### src/rtl/fetch_unit.sv
// Instruction fetch stage: reads opcode/immediate at pc and hands them to decode via a one-entry output register.
// Latency: instruction at pc appears on ir_* one edge after it is read; a redirect costs exactly one bubble.
// Backpressure: while ir_valid && !ir_ready the output register holds and pc_en stays low (pc frozen).
module fetch_unit #(
    parameter logic [7:0] HALT_OP = 8'hFF,
    parameter int         IMM_BIT = 7
) (
    input  logic        clk,
    input  logic        rst,
    input  logic [7:0]  pc,
    output logic [7:0]  imem_addr,
    input  logic [7:0]  imem_byte0,
    input  logic [7:0]  imem_byte1,
    output logic        pc_en,
    output logic        pc_load,
    output logic        pc_imm,
    output logic [7:0]  pc_target,
    input  logic        br_taken,
    input  logic [7:0]  br_target,
    output logic        ir_valid,
    input  logic        ir_ready,
    output logic [7:0]  ir_opcode,
    output logic [7:0]  ir_imm,
    output logic [7:0]  ir_pc,
    output logic        halted,
    output logic [15:0] fetch_count
);

    typedef enum logic [1:0] {
        ST_BOOT = 2'd0,
        ST_RUN  = 2'd1,
        ST_HALT = 2'd2
    } state_t;

    state_t state;
    state_t state_nxt;
    logic   slot_free;
    logic   do_fetch;
    logic   do_flush;
    logic   is_imm;

    assign imem_addr = pc;
    assign halted    = (state == ST_HALT);
    assign slot_free = !ir_valid || ir_ready;
    assign is_imm    = imem_byte0[IMM_BIT];

    // State register; reset always lands in BOOT for one idle cycle.
    always_ff @(posedge clk) begin
        if (rst) begin
            state <= ST_BOOT;
        end else begin
            state <= state_nxt;
        end
    end

    // Next state and program-counter control; a redirect outranks both fetch and halt.
    always_comb begin
        state_nxt = state;
        do_fetch  = 1'b0;
        do_flush  = 1'b0;
        pc_en     = 1'b0;
        pc_load   = 1'b0;
        pc_imm    = 1'b0;
        pc_target = br_taken ? br_target : 8'h00;
        unique case (state)
            ST_BOOT: begin
                state_nxt = ST_RUN;
            end
            ST_RUN: begin
                if (br_taken) begin
                    pc_en     = 1'b1;
                    pc_load   = 1'b1;
                    do_flush  = 1'b1;
                end else if (slot_free) begin
                    do_fetch = 1'b1;
                    if (imem_byte0 == HALT_OP) begin
                        // Halt opcode still goes to decode, but the pc stops on it.
                        state_nxt = ST_HALT;
                    end else begin
                        pc_en  = 1'b1;
                        pc_imm = is_imm;
                    end
                end
            end
            ST_HALT: begin
                if (br_taken) begin
                    pc_en     = 1'b1;
                    pc_load   = 1'b1;
                    do_flush  = 1'b1;
                    state_nxt = ST_RUN;
                end
            end
            default: begin
                state_nxt = ST_BOOT;
            end
        endcase
        if (rst) begin
            do_fetch = 1'b0;
            do_flush = 1'b0;
            pc_en    = 1'b0;
            pc_load  = 1'b0;
            pc_imm   = 1'b0;
        end
    end

    // Decode output register: flush beats fetch, fetch beats drain.
    always_ff @(posedge clk) begin
        if (rst) begin
            ir_valid  <= 1'b0;
            ir_opcode <= 8'h00;
            ir_imm    <= 8'h00;
            ir_pc     <= 8'h00;
        end else if (do_flush) begin
            ir_valid <= 1'b0;
        end else if (do_fetch) begin
            ir_valid  <= 1'b1;
            ir_opcode <= imem_byte0;
            ir_imm    <= is_imm ? imem_byte1 : 8'h00;
            ir_pc     <= pc;
        end else if (ir_ready) begin
            ir_valid <= 1'b0;
        end
    end

    // Count handshakes with decode; a handshake coinciding with a redirect is discarded.
    always_ff @(posedge clk) begin
        if (rst) begin
            fetch_count <= 16'h0000;
        end else if (ir_valid && ir_ready && !br_taken) begin
            fetch_count <= fetch_count + 16'd1;
        end
    end

endmodule

### config.mk
export PLATFORM = sky130hd
export DESIGN_NAME = fetch_unit
export DESIGN_NICKNAME = d
export VERILOG_FILES = /design/src/rtl/fetch_unit.sv
export SDC_FILE = /design/constraint.sdc
export NUM_CORES = 1
export LEC_CHECK = 0
export ABC_CLOCK_PERIOD_IN_PS = 2150
export CAP_MARGIN = 10
export CORE_MARGIN = 1.5
export CORE_UTILIZATION = 40
export DETAILED_ROUTE_END_ITERATION = 10
export PLACE_DENSITY = 0.8
export RECOVER_POWER = 25
export SYNTH_ARGS = -nofsm -noshare
export SYNTH_HDL_FRONTEND = slang
export SYNTH_SLANG_ARGS = --single-unit
export TNS_END_PERCENT = 1
### constraint.sdc
create_clock -name clk -period 2.15 [get_ports clk]
set_input_delay 0.3225 -clock clk [delete_from_list [all_inputs] [get_ports clk]]
set_output_delay 0.3225 -clock clk [all_outputs]
set_load 0.01 [all_outputs]
==> reports/results.tsv, run 1 <==
stage	metric	value	unit
final_layout	final_layout_size_suffix_gt1_frac	0.0701	
final_layout	area_delta_synth_final	55.4	%
critical_path	worstPathMaxFanout	10	
synthesis	ys_types	36	
placement	dp_hpwl	3630	µm
critical_path	worstPathRequired	1.83	ns
drt	routedWlPerCell	12.7	µm
floorplanning	fp.dieW	73.1	µm
global_route	grt_pass1_wl	7980	µm
global_route	track_usage	0.194	
worst_hold_path	worstHoldPathType	reg2reg	
final_layout	ff_latch_area	862	µm²
power_and_ir_drop	vdd_drop_max	0.246	mV
synthesis	synth.avg_cell_area	8.33	µm²
placement	gp_congestion	0.826	
synthesis	synthCells	236	
global_route	antenna_found_initial	0	
power_and_ir_drop	p_leak	0.00119	µW
synthesis	synth_top_area_cell	dfxtp_1	
final_layout	fin_cells	395	
sta	hold_viol_final	0	
final_layout	design_area	3060	µm²
drt	ant_nets	0	
sta	fin_skew	0.00626	ns
drt	drtIter0Drc	89	
global_route	grt_max_degree	44	
clocking	cts_root_buffer	clkbuf_8	
synthesis	syn_area	1970	µm²
drt	routed_via_density	4.90	
final_layout	antennaDiodeCount	0	
critical_path	endpoint	pc_target[2]	
clocking	postCtsHoldBufs	0	
critical_path	arrival	1.71	ns
synthesis	yosysWarnings	0	
critical_path	r2r_start	state[0]$_SDFFE_PP0P_	
floorplanning	die-area	5340	µm²
clocking	worstSkewPairLatency	0.30	ns
floorplanning	die_h	73.1	µm
synthesis	yosys_register_bits	43	
synthesis	async_reset_ff_frac	0	
critical_path	rr_worst_depth	6	
clocking	cts.clk_slew.worst_paths	0.08	ns
sta	post-route-min-period	2.03	ns
power_and_ir_drop	p_total	1630	µW
status	outcome	complete, no violations	
synthesis	ys_seq_area_frac	0.438	
flow_run	maxCapViolations	0	
floorplanning	coreArea	4720	µm²
synthesis	syn_nets	276	
global_route	grt_pass1_vias	1794	
sta	max_slew_margin	0.478	
clocking	htreeDepth	2	
floorplanning	fp-row-count	25	
clocking	cts_made_buffers	5	
drt	vias	1934	
drt	drc	0	
critical_path	critical_path_class	in2out	
sta	tns	0	ns
floorplanning	io_pins	97	
synthesis	synth_top_cell_area_share	0.438	
clocking	clock-sinks	43	
synthesis	yosys_most_used_dff	dfxtp_1	
sta	fmax	492	MHz
sta	tightest_slew	0.782	ns
final_layout	fillers	444	
drt	wl	5030	µm
global_route	gr-total-overflow	0	
clocking	cts_tree	yes	
critical_path	end_kind	primary output	
placement	postPlaceCellArea	2960	µm²
sta	drv_slew	0	
critical_path	ff2ff_setup_slack	0.26	ns
clocking	cts_setup_buffers	0	
clocking	clockBufferDepth	2	
synthesis	synth_area_leaders	dfxtp_1 (44%), nand2_1 (8.4%), nand3b_1 (5.7%)	
final_layout	multi_input_area	980	µm²
sta	setup_viol	0	
power_and_ir_drop	p_per_area	532	nW/µm²
final_layout	nNetsFinal	367	
worst_hold_path	min_path_cells	2	
critical_path	setup.worst_path.start_class	input pin	
critical_path	critPathLaunch	br_taken	
synthesis	synth-edff-count	0	
floorplanning	initial_core_util	0.416	
drt	first_pass_iters	4	
sta	finalCritPeriodShare	0.945	
sta	rsz0062_at_grt	no	
placement	place_inst	387	
placement	portBuffers	96	
critical_path	regToRegEndpoint	state[0]$_SDFFE_PP0P_	
sequential cells by signal (all words and copies together), names as in the netlist:
name	cells
ir_valid	1
ir_pc	8
state	2
fetch_count	16
ir_opcode	8
ir_imm	8
per-stage QoR:
stage | utilization | setup slack [ns] | hold slack, ns
after floorplan | - | 0.321 | 0.421
after global placement | 0.627 | -0.124 | 0.438
after detailed placement | 0.627 | -0.0862 | 0.442
after CTS | 0.647 | 0.0706 | 0.454
after global routing | 0.647 | 0.0547 | 0.474
final | 0.647 | 0.119 | 0.453
cell families after synthesis:
family,share of synthesized area
AND/OR/NAND/NOR,0.330
flip-flops,0.438
AO/OA/AOI/OAI,0.0853
buffers and inverters,0.0700
XOR/XNOR,0.0401
adder cells (fa/ha/maj),0.0255
multiplexers,0.0108
power breakdown:
| group | switching (µW) | total [µW] | internal, µW |
|---|---|---|---|
| Sequential | 17.5 | 840 | 823 |
| Clock | 276 | 503 | 227 |
| Combinational | 115 | 282 | 167 |
| Total | 409 | 1630 | 1220 |
metal layers:
metal  up-vias  wire [µm]  track usage
met5         -          0            0
met4         0         63       0.0692
met3         6        386       0.0635
met2        71       2410        0.326
met1       890       2170        0.231
li1        967          -            -
how the worst min path moves through the flow:
stage | start | end | slack [ns]
after CTS | ir_imm[1]$_SDFFE_PP0P_ | ir_imm[1]$_SDFFE_PP0P_ | 0.45
after floorplan | imem_byte0[0] | ir_opcode[0]$_SDFFE_PP0P_ | 0.42
after global routing | ir_imm[3]$_SDFFE_PP0P_ | ir_imm[3]$_SDFFE_PP0P_ | 0.47
final | ir_imm[1]$_SDFFE_PP0P_ | ir_imm[1]$_SDFFE_PP0P_ | 0.45
after detailed placement | ir_imm[1]$_SDFFE_PP0P_ | ir_imm[1]$_SDFFE_PP0P_ | 0.44
after global placement | ir_imm[1]$_SDFFE_PP0P_ | ir_imm[1]$_SDFFE_PP0P_ | 0.44
cell type report:
cell class / instances / share of cell area
multi-input combinational: 167 / 0.321
timing repair buffer: 106 / 0.337
sequential: 43 / 0.282
clock inverter: 2 / 0.00410
clock buffer: 6 / 0.0238
tap: 67 / 0.0274
inverter: 4 / 0.00491
cell usage after synthesis (5+ instances only):
master     n
clkbuf_1  11
buf_4      8
xor2_1     5
dfxtp_1   43
o21ai_0    5
nand2_1   44
and2_1     8
nor2_1    15
nand3_1   14
a21oi_1   18
nand3b_1  15
worst max-delay path, stage by stage:
cell and delay (ns):
clkdlybuf4s50_1 0.54, buf_4 0.18, and2_1 0.13, clkdlybuf4s50_1 0.54
what timing repair did:
action | in CTS | in global routing
hold endpoints to repair | 0 | 0
resized for setup | 6 | 1
pin swaps | 2 | 0
endpoints found under the setup margin | 2 | 1
placed cells by master, fill, tap and decap left out, types with 4 or more instances in the layout:
master           Yosys  layout
a21oi_1             18      18
and2_1               8       8
and3_1               4       4
buf_4                8       8
clkbuf_8             0       5
clkdlybuf4s50_1      0      91
dfxtp_1             43      42
inv_1                4       4
nand2_1             44      44
nand3_1             14      14
nand3b_1            15      15
nand4_1              4       4
nor2_1              15      15
o21ai_0              5       5
or4_1                4       4
xnor2_1              4       4
xor2_1               5       5
Note: power is estimated with default switching activity, not from simulation.
==> inputs of run 2 (changes only) <==
--- a/config.mk
+++ b/config.mk
@@ -8,8 +8,10 @@
 export ABC_CLOCK_PERIOD_IN_PS = 2150
 export CAP_MARGIN = 10
+export CORE_ASPECT_RATIO = 2
 export CORE_MARGIN = 1.5
-export CORE_UTILIZATION = 40
+export CORE_UTILIZATION = 50
 export DETAILED_ROUTE_END_ITERATION = 10
-export PLACE_DENSITY = 0.8
+export DONT_BUFFER_PORTS = 1
+export PLACE_DENSITY = 0.65
 export RECOVER_POWER = 25
 export SYNTH_ARGS = -nofsm -noshare
==> constraint.sdc (replaced) <==
create_clock -name clk -period 2.15 [get_ports clk]
set_input_delay 0.3225 -clock clk [delete_from_list [all_inputs] [get_ports clk]]
set_output_delay 0.3225 -clock clk [all_outputs]
set_load 0.02 [all_outputs]
==> run 2 against run 1 <==
Effect of this change:
- routed wire length is 11% lower
- critical path type is now reg2out
- clock-buffer cell count stayed put
- flip-flop and latch count stayed put
- cell count is 28% lower
- largest power group unchanged
==> reports/results.tsv, run 2 (synthesis results as in run 1) <==
stage	metric	value	unit	change
status	outcome	complete, no violations		
sta	drv_slew	0		unchanged
clocking	clockBufferDepth	2		unchanged
power_and_ir_drop	p_total	1470	µW	-9.3%
final_layout	utilization	0.542		-0.105
flow_run	maxCapViolations	0		unchanged
sta	rsz0062_at_grt	no		
floorplanning	io_pins	97		unchanged
drt	drtIter0Drc	26		-71%
drt	ant_nets	0		unchanged
sta	hold_viol_final	0		unchanged
clocking	clock-sinks	43		unchanged
floorplanning	fp.dieW	47.3	µm	-35%
sta	hold_ws	0.0967	ns	-0.356 ns
clocking	cts_root_buffer	clkbuf_8		
sta	post-route-min-period	1.89	ns	-0.137 ns
drt	first_pass_iters	4		unchanged
clocking	cts_tree	yes		
sta	max_slew_margin	0.705		+0.227
drt	routedWlPerCell	15.8	µm	+24%
power_and_ir_drop	switchingPower	385	µW	-5.8%
drt	vias	1567		-19%
drt	wl	4480	µm	-11%
placement	postPlaceCellArea	1990	µm²	-33%
floorplanning	die-area	4340	µm²	-19%
global_route	track_usage	0.213		+0.0191
sta	setup_viol	0		unchanged
global_route	grt_pass1_vias	1591		-11%
floorplanning	coreArea	3800	µm²	-19%
critical_path	slowest_delay	0.51	ns	-0.03 ns
final_layout	largest_reg_flops	16		unchanged
clocking	cts_made_buffers	5		unchanged
power_and_ir_drop	p_leak	0.000798	µW	-33%
power_and_ir_drop	vdd_drop_max	0.444	mV	+80%
drt	routed_via_density	5.52		+13%
global_route	antenna_found_initial	0		unchanged
placement	dp_hpwl	3120	µm	-14%
clocking	cts_resized	0		-6
critical_path	end_kind	primary output		
final_layout	regMostFlops	fetch_count		
global_route	grt_pass1_wl	6830	µm	-14%
global_route	grt_max_degree	46		+4.5%
floorplanning	fp-row-count	32		+28%
critical_path	crit_slowest_cell	dfxtp_1		
power_and_ir_drop	p_clk_frac	0.341		+0.032
power_and_ir_drop	swShare	0.261		+0.00966
final_layout	design_area	2060	µm²	-33%
critical_path	critical_path_class	reg2out		
final_layout	antennaDiodeCount	0		unchanged
final_layout	fillers	355		-20%
placement	portBuffers	0		-100%
clocking	cts.clk_slew.worst_paths	0.08	ns	about the same
clocking	cts_setup_buffers	0		unchanged
critical_path	worstPathRequired	1.83	ns	about the same
power_and_ir_drop	p_per_area	715	nW/µm²	+34%
critical_path	critical_path_depth	5		+1
critical_path	worstPathCellList	or2b_1, and3_1, nand2_1, nor2_1, buf_4		
clocking	postCtsHoldBufs	0		unchanged
final_layout	layout_commonest_cell	nand2_1		
worst_hold_path	min_path_cells	1		-1
critical_path	critPathBufInv	1		-2
floorplanning	die_h	91.7	µm	+25%
worst_hold_path	worstHoldPathType	in2reg		
drt	drc	0		unchanged
critical_path	worstPathMaxFanout	5		-5
final_layout	mostFrequentLayoutCells	nand2_1 (44), dfxtp_1 (43), a21oi_1 (18), nand3b_1 (16), nor2_1 (15)		
clocking	worstSkewPairLatency	0.29	ns	about the same
final_layout	area_delta_synth_final	4.90	%	
critical_path	setup.worst_path.start_class	flip-flop		
critical_path	arrival	1.57	ns	-0.14 ns
sta	fmax	528	MHz	+7.2%
sta	tns	0	ns	unchanged
sta	finalCritPeriodShare	0.881		-0.0637
sta	tightest_slew	0.444	ns	-0.338 ns
final_layout	nNetsFinal	272		-26%
critical_path	rr_worst_depth	4		-2
power_and_ir_drop	p_int	1090	µW	-10%
power_and_ir_drop	p_comb_frac	0.070		-0.104
floorplanning	initial_core_util	0.517		+0.101
power_and_ir_drop	pwr-share-seq	0.589		+0.072
clocking	htreeDepth	2		unchanged
global_route	gr-total-overflow	0		unchanged
critical_path	crit_family	simple AND/OR/NAND/NOR gates		
sta	fin_skew	0.00738	ns	+0.00112 ns
placement	gp_congestion	0.717		-13%
final_layout	final_layout_size_suffix_gt1_frac	0.0901		+0.0200
run 2: final timing paths:
kind | from | endpoint | slack, ns
min reg2reg | state[1]$_SDFFE_PP0P_ | state[1]$_SDFFE_PP0P_ | 0.52
min | rst | ir_imm[4]$_SDFFE_PP0P_ | 0.1
max | ir_valid$_SDFFE_PP0P_ | pc_imm | 0.26
max reg2reg | ir_valid$_SDFFE_PP0P_ | fetch_count[13]$_SDFFE_PP0P_ | 0.26
run 2: through the flow:
| stage | cells | setup WS (ns) |
|---|---|---|
| 3_3_place_gp | 276 | 0.379 |
| 3_5_place_dp | 276 | 0.304 |
| 4_1_cts | 284 | 0.203 |
| 6_report | 284 | 0.256 |
| 5_1_grt | 284 | 0.152 |
| 2_1_floorplan | 236 | 0.198 |
run 2: per-layer routing:
metal	up-vias	share of wire	global-route usage
met1	730	0.40	0.217
met5	-	0	0
li1	777	-	-
met2	54	0.53	0.377
met4	0	0.017	0.0903
met3	6	0.054	0.0531
run 2: area by class of cell:
class                           instances  area, µm²  area share
Multi-Input combinational cell        167        955       0.463
Timing Repair Buffer                   11       82.6      0.0400
Clock inverter                          2       12.5     0.00607
Sequential cell                        43        861       0.417
Clock buffer                            6       72.6      0.0352
Tap cell                               51       63.8      0.0309
Inverter                                4       15.0     0.00728
run 2: power groups by stage:
stage	logic [µW]	registers [µW]	clock network (µW)
after CTS	106	870	523
after detailed placement	106	888	0
final	103	869	502
after global routing	115	873	554
after global placement	104	888	0
after floorplan	122	884	0
==> inputs of run 3 (changes only) <==
CORE_MARGIN = default   (was 1.5)
==> run 3 against run 2 <==
Effect of this change:
- hold slack about the same
- via count up 1.9%
- clock-buffer cell count unchanged
==> reports/results.tsv, run 3 (synthesis results as in run 1) <==
stage	metric	value	unit	change
power_and_ir_drop	p_int	1250	µW	+14%
drt	wl	4400	µm	-1.7%
floorplanning	die_h	90.7	µm	-1.1%
sta	rsz0062_at_grt	no		
floorplanning	coreArea	3680	µm²	-3.1%
critical_path	path_common_cell	a211oi_1		
status	outcome	complete, no violations		
drt	routedWlPerCell	15.7	µm	-0.65%
final_layout	nNetsFinal	271		-0.37%
power_and_ir_drop	p_leak	0.000813	µW	+1.9%
sta	drv_slew	0		unchanged
floorplanning	io_pins	97		unchanged
power_and_ir_drop	p_clk_frac	0.405		+0.064
sta	finalCritPeriodShare	0.895		+0.0137
clocking	postCtsHoldBufs	0		unchanged
drt	drc	0		unchanged
sta	tns	0	ns	unchanged
critical_path	crit_slowest_cell	or4_1		
global_route	track_usage	0.222		+0.00860
floorplanning	fp.dieW	46.3	µm	-2.1%
global_route	antenna_found_initial	0		unchanged
clocking	htreeDepth	2		unchanged
global_route	grt_pass1_wl	7030	µm	+2.9%
critical_path	critical_path_class	reg2reg		
power_and_ir_drop	p_comb_frac	0.065		-0.005
sta	setup_viol	0		unchanged
final_layout	final_layout_size_suffix_gt1_frac	0.0905		+0.000388
clocking	clockBufferDepth	2		unchanged
floorplanning	fp-row-count	31		-3.1%
drt	ant_nets	0		unchanged
sta	max_slew_margin	0.697		-0.00825
final_layout	antennaDiodeCount	0		unchanged
floorplanning	initial_core_util	0.533		+0.0167
placement	gp_congestion	0.788		+9.9%
final_layout	area_delta_synth_final	6.24	%	
placement	postPlaceCellArea	1980	µm²	-0.50%
flow_run	maxCapViolations	0		unchanged
critical_path	setup.worst_path.start_class	flip-flop		
drt	drtIter0Drc	32		+23%
critical_path	crit_family	simple AND/OR/NAND/NOR gates		
final_layout	design_area	2090	µm²	+1.3%
sta	fmax	520	MHz	-1.5%
critical_path	worstPathRequired	2.32	ns	+0.49 ns
floorplanning	die-area	4200	µm²	-3.2%
sta	hold_viol_final	0		unchanged
sta	fin_skew	0.00857	ns	+0.00119 ns
global_route	grt_pass1_vias	1671		+5.0%
sta	tightest_slew	0.456	ns	+0.0124 ns
critical_path	arrival	2.10	ns	+0.53 ns
drt	first_pass_iters	4		unchanged
clocking	clock-sinks	43		unchanged
final_layout	mostFrequentLayoutCells	nand2_1 (44), dfxtp_1 (43), a21oi_1 (18), nand3b_1 (16), nor2_1 (15)		
power_and_ir_drop	swShare	0.241		-0.0201
power_and_ir_drop	vdd_drop_max	0.460	mV	+3.7%
clocking	cts_tree	yes		
drt	routed_via_density	5.68		+2.9%
final_layout	largest_reg_flops	16		unchanged
critical_path	slowest_delay	0.47	ns	-0.04 ns
critical_path	worstPathMaxFanout	8		+3
final_layout	layout_commonest_cell	nand2_1		
sta	post-route-min-period	1.92	ns	+0.0294 ns
clocking	cts_made_buffers	5		unchanged
power_and_ir_drop	switchingPower	395	µW	+2.7%
clocking	cts_root_buffer	clkbuf_8		
clocking	cts_resized	0		unchanged
critical_path	worstPathCellList	inv_1, ha_1, mux2_2, or4_1, a211oi_1, a211oi_1		
worst_hold_path	worstHoldPathType	in2reg		
placement	portBuffers	0		unchanged
critical_path	end_kind	flip-flop		
clocking	cts.clk_slew.worst_paths	0.08	ns	about the same
clocking	cts_setup_buffers	0		unchanged
power_and_ir_drop	pwr-share-seq	0.530		-0.059
critical_path	critPathBufInv	1		unchanged
clocking	worstSkewPairLatency	0.29	ns	about the same
final_layout	regMostFlops	fetch_count		
power_and_ir_drop	p_per_area	786	nW/µm²	+9.9%
global_route	gr-total-overflow	0		unchanged
global_route	grt_max_degree	46		unchanged
drt	vias	1596		+1.9%
placement	dp_hpwl	3210	µm	+2.9%
## run 3: changes by cell type in the layout (fill, tap and decap cells not counted), sizes merged
cell      before  now
bufinv         0    1
inv            4    5
clkinvlp       1    0
buf           11   10
clkinv         1    0
## run 3: cell type report
| class | instances | area, µm² |
|---|---|---|
| Fill cell | 353 | 1600 |
| Clock inverter | 2 | 38.8 |
| Tap cell | 49 | 61.3 |
| Inverter | 4 | 15.0 |
| Timing Repair Buffer | 10 | 75.1 |
| Clock buffer | 6 | 82.6 |
| Multi-Input combinational cell | 167 | 955 |
| Sequential cell | 43 | 861 |
## run 3: final timing paths
kind                                             start                      to  slack [ns]  cells after the start
worst min register to register  ir_imm[7]$_SDFFE_PP0P_  ir_imm[7]$_SDFFE_PP0P_        0.56                      2
worst min-delay path                               rst  ir_imm[5]$_SDFFE_PP0P_         0.1                      1
worst max register to register   state[1]$_SDFFE_PP0P_   state[0]$_SDFFE_PP0P_        0.23                      6
worst max-delay path             state[1]$_SDFFE_PP0P_   state[0]$_SDFFE_PP0P_        0.23                      6
## run 3: stage by stage
step,utilization,worst slack [ns],hold slack [ns],total power [µW],std cells
after global placement,0.537,0.392,0.396,988,273
after detailed placement,0.537,0.248,0.395,996,273
after CTS,0.570,0.176,0.0762,1660,281
after global routing,0.567,0.115,0.0741,1710,281
final,0.567,0.226,0.0966,1640,281
after floorplan,-,0.198,0.421,1010,236
## run 3: routing by layer
layer  GRT usage  wire, µm
met1       0.215      1610
met2       0.405      2470
met3      0.0440       249
met4       0.100        73
met5           0         0
## run 3: power groups by stage
stage	logic, µW	registers [µW]	clock network, µW
finish	106	870	665
global route	118	873	715
CTS	108	870	680
detailed placement	108	888	0
global placement	100	888	0
floorplan	122	884	0
